## src/rtl/spi_command_decoder.sv

```systemverilog
// rtl/spi_command_decoder.sv - SPI byte command decoder driving a wrap-around event counter
module spi_command_decoder #(
  parameter int COUNT_WIDTH = 25,
  parameter int SYNC_STAGES = 2
) (
  input  logic                   clk,
  input  logic                   rst,
  input  logic                   ce0,
  input  logic [7:0]             data_incoming,
  input  logic                   count_event,
  output logic [7:0]             data_outgoing,
  output logic [COUNT_WIDTH-1:0] count,
  output logic                   running,
  output logic                   byte_strobe
);

  typedef enum logic [1:0] {
    ST_IDLE = 2'd0,
    ST_ARG  = 2'd1,
    ST_READ = 2'd2
  } state_t;

  localparam logic [7:0] OP_NOP   = 8'h00;
  localparam logic [7:0] OP_CLEAR = 8'h01;
  localparam logic [7:0] OP_START = 8'h02;
  localparam logic [7:0] OP_STOP  = 8'h03;
  localparam logic [7:0] OP_ADD   = 8'h04;
  localparam logic [7:0] OP_LOAD  = 8'h05;
  localparam logic [7:0] OP_READ  = 8'h06;

  // ce0 synchronizer, history flop and registered rising-edge strobe
  logic [SYNC_STAGES-1:0] sync_q, sync_d;
  logic                   ce0_hist_q, ce0_hist_d;
  logic                   byte_strobe_q, byte_strobe_d;

  // command decoder and counter state
  state_t                 state_q, state_d;
  logic [2:0]             arg_left_q, arg_left_d;
  logic                   arg_is_load_q, arg_is_load_d;
  logic [23:0]            arg_shift_q, arg_shift_d;
  logic [31:0]            snap_q, snap_d;
  logic [2:0]             read_left_q, read_left_d;
  logic [COUNT_WIDTH-1:0] count_q, count_d;
  logic                   running_q, running_d;
  logic                   ovf_q, ovf_d;
  logic                   err_q, err_d;
  logic [7:0]             dout_q, dout_d;

  // combinational helpers
  logic        event_inc;
  logic [32:0] count_wide;
  logic [32:0] ev_sum;
  logic [32:0] add_sum;
  logic        ev_wrap;
  logic        add_wrap;
  logic [31:0] operand;
  logic [31:0] count_ext;

  // Detect the 0->1 transition of the synchronized chip enable (end of a byte)
  always_comb begin
    sync_d        = {sync_q[SYNC_STAGES-2:0], ce0};
    ce0_hist_d    = sync_q[SYNC_STAGES-1];
    byte_strobe_d = sync_q[SYNC_STAGES-1] & ~ce0_hist_q;
  end

  // Synchronizer flops idle high so leaving reset never looks like a byte end
  always_ff @(posedge clk) begin
    if (rst) begin
      sync_q        <= '1;
      ce0_hist_q    <= 1'b1;
      byte_strobe_q <= 1'b0;
    end else begin
      sync_q        <= sync_d;
      ce0_hist_q    <= ce0_hist_d;
      byte_strobe_q <= byte_strobe_d;
    end
  end

  // Next-state: background event counting, then opcode/operand/readback handling
  always_comb begin
    state_d       = state_q;
    arg_left_d    = arg_left_q;
    arg_is_load_d = arg_is_load_q;
    arg_shift_d   = arg_shift_q;
    snap_d        = snap_q;
    read_left_d   = read_left_q;
    count_d       = count_q;
    running_d     = running_q;
    ovf_d         = ovf_q;
    err_d         = err_q;
    dout_d        = dout_q;

    event_inc  = running_q & count_event;
    count_wide = 33'(count_q);
    ev_sum     = count_wide + 33'(event_inc);
    add_sum    = count_wide + 33'(data_incoming) + 33'(event_inc);
    ev_wrap    = (ev_sum >> COUNT_WIDTH) != 33'd0;
    add_wrap   = (add_sum >> COUNT_WIDTH) != 33'd0;
    operand    = {arg_shift_q, data_incoming};
    count_ext  = 32'(count_q);

    // Events count every cycle unless a command below overrides the update
    count_d = COUNT_WIDTH'(ev_sum);
    if (ev_wrap) begin
      ovf_d = 1'b1;
    end

    if (byte_strobe_q) begin
      unique case (state_q)
        ST_IDLE: begin
          case (data_incoming)
            OP_NOP: begin
            end
            OP_CLEAR: begin
              count_d = '0;
              ovf_d   = 1'b0;
              err_d   = 1'b0;
            end
            OP_START: running_d = 1'b1;
            OP_STOP:  running_d = 1'b0;
            OP_ADD: begin
              state_d       = ST_ARG;
              arg_left_d    = 3'd1;
              arg_is_load_d = 1'b0;
            end
            OP_LOAD: begin
              state_d       = ST_ARG;
              arg_left_d    = 3'd4;
              arg_is_load_d = 1'b1;
            end
            OP_READ: begin
              // Snapshot uses the pre-increment value; the event still counts
              state_d     = ST_READ;
              read_left_d = 3'd4;
              snap_d      = count_ext;
              dout_d      = count_ext[31:24];
            end
            default: err_d = 1'b1;
          endcase
        end
        ST_ARG: begin
          arg_shift_d = operand[23:0];
          arg_left_d  = arg_left_q - 3'd1;
          if (arg_left_q == 3'd1) begin
            state_d = ST_IDLE;
            if (arg_is_load_q) begin
              // LOAD wins over a same-cycle event, which is dropped
              count_d = COUNT_WIDTH'(operand);
              ovf_d   = ovf_q;
            end else begin
              count_d = COUNT_WIDTH'(add_sum);
              ovf_d   = ovf_q | add_wrap;
            end
          end
        end
        ST_READ: begin
          // Incoming bytes are dummies here; only the byte count matters
          if (read_left_q == 3'd1) begin
            state_d     = ST_IDLE;
            read_left_d = 3'd0;
          end else begin
            read_left_d = read_left_q - 3'd1;
            snap_d      = snap_q << 8;
            dout_d      = snap_d[31:24];
          end
        end
        default: state_d = ST_IDLE;
      endcase

      // Outside readback the master sees the post-command status
      if (state_d != ST_READ) begin
        dout_d = {running_d, ovf_d, err_d, 5'b0_0000};
      end
    end
  end

  // Decoder and counter registers; reset aborts any operand or readback frame
  always_ff @(posedge clk) begin
    if (rst) begin
      state_q       <= ST_IDLE;
      arg_left_q    <= 3'd0;
      arg_is_load_q <= 1'b0;
      arg_shift_q   <= '0;
      snap_q        <= '0;
      read_left_q   <= 3'd0;
      count_q       <= '0;
      running_q     <= 1'b0;
      ovf_q         <= 1'b0;
      err_q         <= 1'b0;
      dout_q        <= 8'h00;
    end else begin
      state_q       <= state_d;
      arg_left_q    <= arg_left_d;
      arg_is_load_q <= arg_is_load_d;
      arg_shift_q   <= arg_shift_d;
      snap_q        <= snap_d;
      read_left_q   <= read_left_d;
      count_q       <= count_d;
      running_q     <= running_d;
      ovf_q         <= ovf_d;
      err_q         <= err_d;
      dout_q        <= dout_d;
    end
  end

  assign data_outgoing = dout_q;
  assign count         = count_q;
  assign running       = running_q;
  assign byte_strobe   = byte_strobe_q;

endmodule

```

## config.mk

```make
export PLATFORM = sky130hd
export DESIGN_NAME = spi_command_decoder
export DESIGN_NICKNAME = d
export VERILOG_FILES = /design/src/rtl/spi_command_decoder.sv
export SDC_FILE = /design/constraint.sdc
export NUM_CORES = 1
export LEC_CHECK = 0
export CORE_ASPECT_RATIO = 1.5
export CORE_MARGIN = 2
export CORE_UTILIZATION = 60
export CTS_CLUSTER_DIAMETER = 60
export CTS_CLUSTER_SIZE = 28
export DETAILED_ROUTE_END_ITERATION = 16
export PLACE_DENSITY_LB_ADDON = 0.1
export SKIP_LAST_GASP = 1
export SLEW_MARGIN = 20
export SYNTH_ARGS = -nofsm -noshare
export SYNTH_HDL_FRONTEND = slang
export SYNTH_SLANG_ARGS = --single-unit
```

## constraint.sdc

```tcl
create_clock -name clk -period 6.4 [get_ports clk]
set_input_delay 1.28 -clock clk [delete_from_list [all_inputs] [get_ports clk]]
set_output_delay 1.28 -clock clk [all_outputs]
set_load 0.03 [all_outputs]
```

==> reports/qor.txt <==
# clock sinks: 90
unrepaired setup endpoints after global routing: no
Routability Congestion: 0.979
Seq cells post-synth: 90
Data required, critical path: 6640 ps
commonest non-fill, non-tap cells in the layout: dfxtp_1 (90), nor2_1 (85), nand2_1 (77)
Worst-path clk slew: 60 ps
post-synthesis sequential area ratio: 34.0%
f_max: 237 MHz
area grow syn2layout: 13.8%
worst r2r src: running
Worst Setup EP: count[12]
non-filler instance count after layout: 798
internal power: 0.894 mW
Setup crit end kind: register
CTS Buf Count: 9
status: completed
Root Driver: clkbuf_16
Worst R2R Setup Slack: 3310 ps
EDFF count, synth: 0
FF+latch area: 1800 um^2
critical path peak fanout: 10
pwr dens: 192 nW/um^2
Sequential Power Share: 48.5%
top_reg_cell synth: dfxtp_1
CTS tree: yes
Synth Net Count: 694
Clk pwr share: 47.1%
fin. max-slew vios: 0
Hold Fails Final Rpt: 0
yosys warns: 0
RR Endpoint: count[12]
H-tree depth reported by CTS: 3
Initial Utilization: 60.8%
share of power burned in combinational logic: 4.4%
Die H: 119 um
row cnt: 42
Post-DP Area: 5730 um^2
VDD IR-drop max: 202 uV
worst min path class: register to register
# DRC: 0
final net count: 710
WL/cell: 19.2 um
Core Footprint: 8720 um^2
Final min period: 4230 ps
Synth Instances: 667
final period utilization: 66.0%
CTS max path bufs: 2
Post-CTS Resized: 0
worst reg-to-reg path cell count: 9
Final WS setup: 2170 ps
post-route cell area: 6030 um^2
Worst Setup SP: data_incoming[0]
final setup fails: 0
worst endpoint data arrival time: 4470 ps
ys async rst share: 0%
Worst Tran Pin Value: 1020 ps
final wirelength: 15300 um
Avg Inst Size Synth: 7.95 um^2
GRT Resource Usage Total: 33.5%
NetSw: 0.266 mW
synthesized cell area: 5300 um^2
worst relative slew slack: 31.7%
routed vias: 5155
global-route wire length before repair: 24700 um
die width: 80.8 um
Multi-input gate area: 3240 um^2
Fin Clk Skew: 5.34 ps
Vias/cell: 6.46
Setup WS pre-CTS: 1880 ps
setup TNS: 0 ps
antenna viol nets, final: 0
total die area: 9620 um^2
largest net degree at the start of global routing: 81
number of buffers inserted to repair setup after CTS: 0
leakage: 2.24 nW
Clock Latency Late Sink: 350 ps
switching portion of total power: 22.9%
vias in the first global route: 4878
CTS Hold Bufs: 0
number of fill cells in the layout: 739
drt first pass iters: 5
Ant. Diodes: 0
first-iteration detailed-routing DRC count: 393
most common cell after layout, fill and taps aside: dfxtp_1
total power: 1.16 mW
Worst Setup Start Kind: input pin
layout cells sized above 1: 6.54%
HPWL after DPL: 11000 um
top-level I/O count: 47
Hold WS: 389 ps
max_cap viols: 0
placed insts: 782
gr ovfl total: 0
Buffers on Ports: 46
Core Util, Final: 69.2%
initial antenna violation count: 0
Worst Path Class, Setup: input pin to register
Yosys cell types: 69
[critical path, cell delays in order]
cell and delay [ps]:
clkdlybuf4s50_1 590, fa_1 530, fa_1 440, a211oi_1 390
nor3_2 170, o21ai_1 440, nor2_1 130, xor2_1 170
a221o_1 330
[worst min path at each step]
stage	startpoint	to	slack (ps)	depth (start not counted)
after floorplan	ce0_hist_q	byte_strobe	370	1
after global placement	ce0_hist_q	byte_strobe	380	1
after detailed placement	ce0_hist_q	byte_strobe	380	1
after CTS	ce0_hist_q	byte_strobe	390	1
after global routing	ce0_hist_q	byte_strobe	410	1
final	ce0_hist_q	byte_strobe	390	1
[logic make-up after synthesis]
kind of cell	after synthesis	share of synthesized area (%)
flops	90	34.0
fa+ha+maj	15	3.82
compound gates	188	23.8
simple gates	251	22.7
mux	24	4.58
buf+inv	61	4.89
xor+xnor	38	6.28
[Yosys cell counts (14+ instances only)]
library cell	instances	area, um^2
dfxtp_1	90	1800
nor2_1	85	319
nand2_1	77	289
a21oi_1	64	320
clkbuf_1	29	109
o21ai_0	28	140
a211oi_1	22	165
mux2i_1	22	220
xor2_1	21	184
a22oi_1	20	150
nand3_1	19	95.1
xnor2_1	17	149
inv_1	14	52.6
[state kept, by name (all words and copies together), names as in the netlist, 2 cells and up]
signal,flops
state_q,2
data_outgoing,8
snap_q,24
sync_q,2
read_left_q,3
arg_left_q,3
arg_shift_q,17
count,25
[power groups by stage]
stage                     sequential [mW]  combinational (mW)  clock, mW
after floorplan                     0.576              0.0299          0
after global placement              0.575              0.0486          0
after detailed placement            0.575              0.0496          0
after CTS                           0.563              0.0500      0.550
after global routing                0.562              0.0547      0.576
final                               0.563              0.0507      0.546
[layer usage]
metal	track usage (%)	routed length (um)	vias up
met2	53.3	7390	253
met5	0	0	-
met1	41.5	5950	2421
met3	5.53	1080	59
met4	20.6	890	0
li1	-	-	2422
[cell type report]
type	count	share of cell area, %
clock buffer	10	3.96
clock inverter	6	1.08
inverter	15	0.933
multi-input combinational	516	53.7
sequential	90	29.9
tap	110	2.28
timing repair buffer	51	8.17
Note: power is estimated with default switching activity, not from simulation.
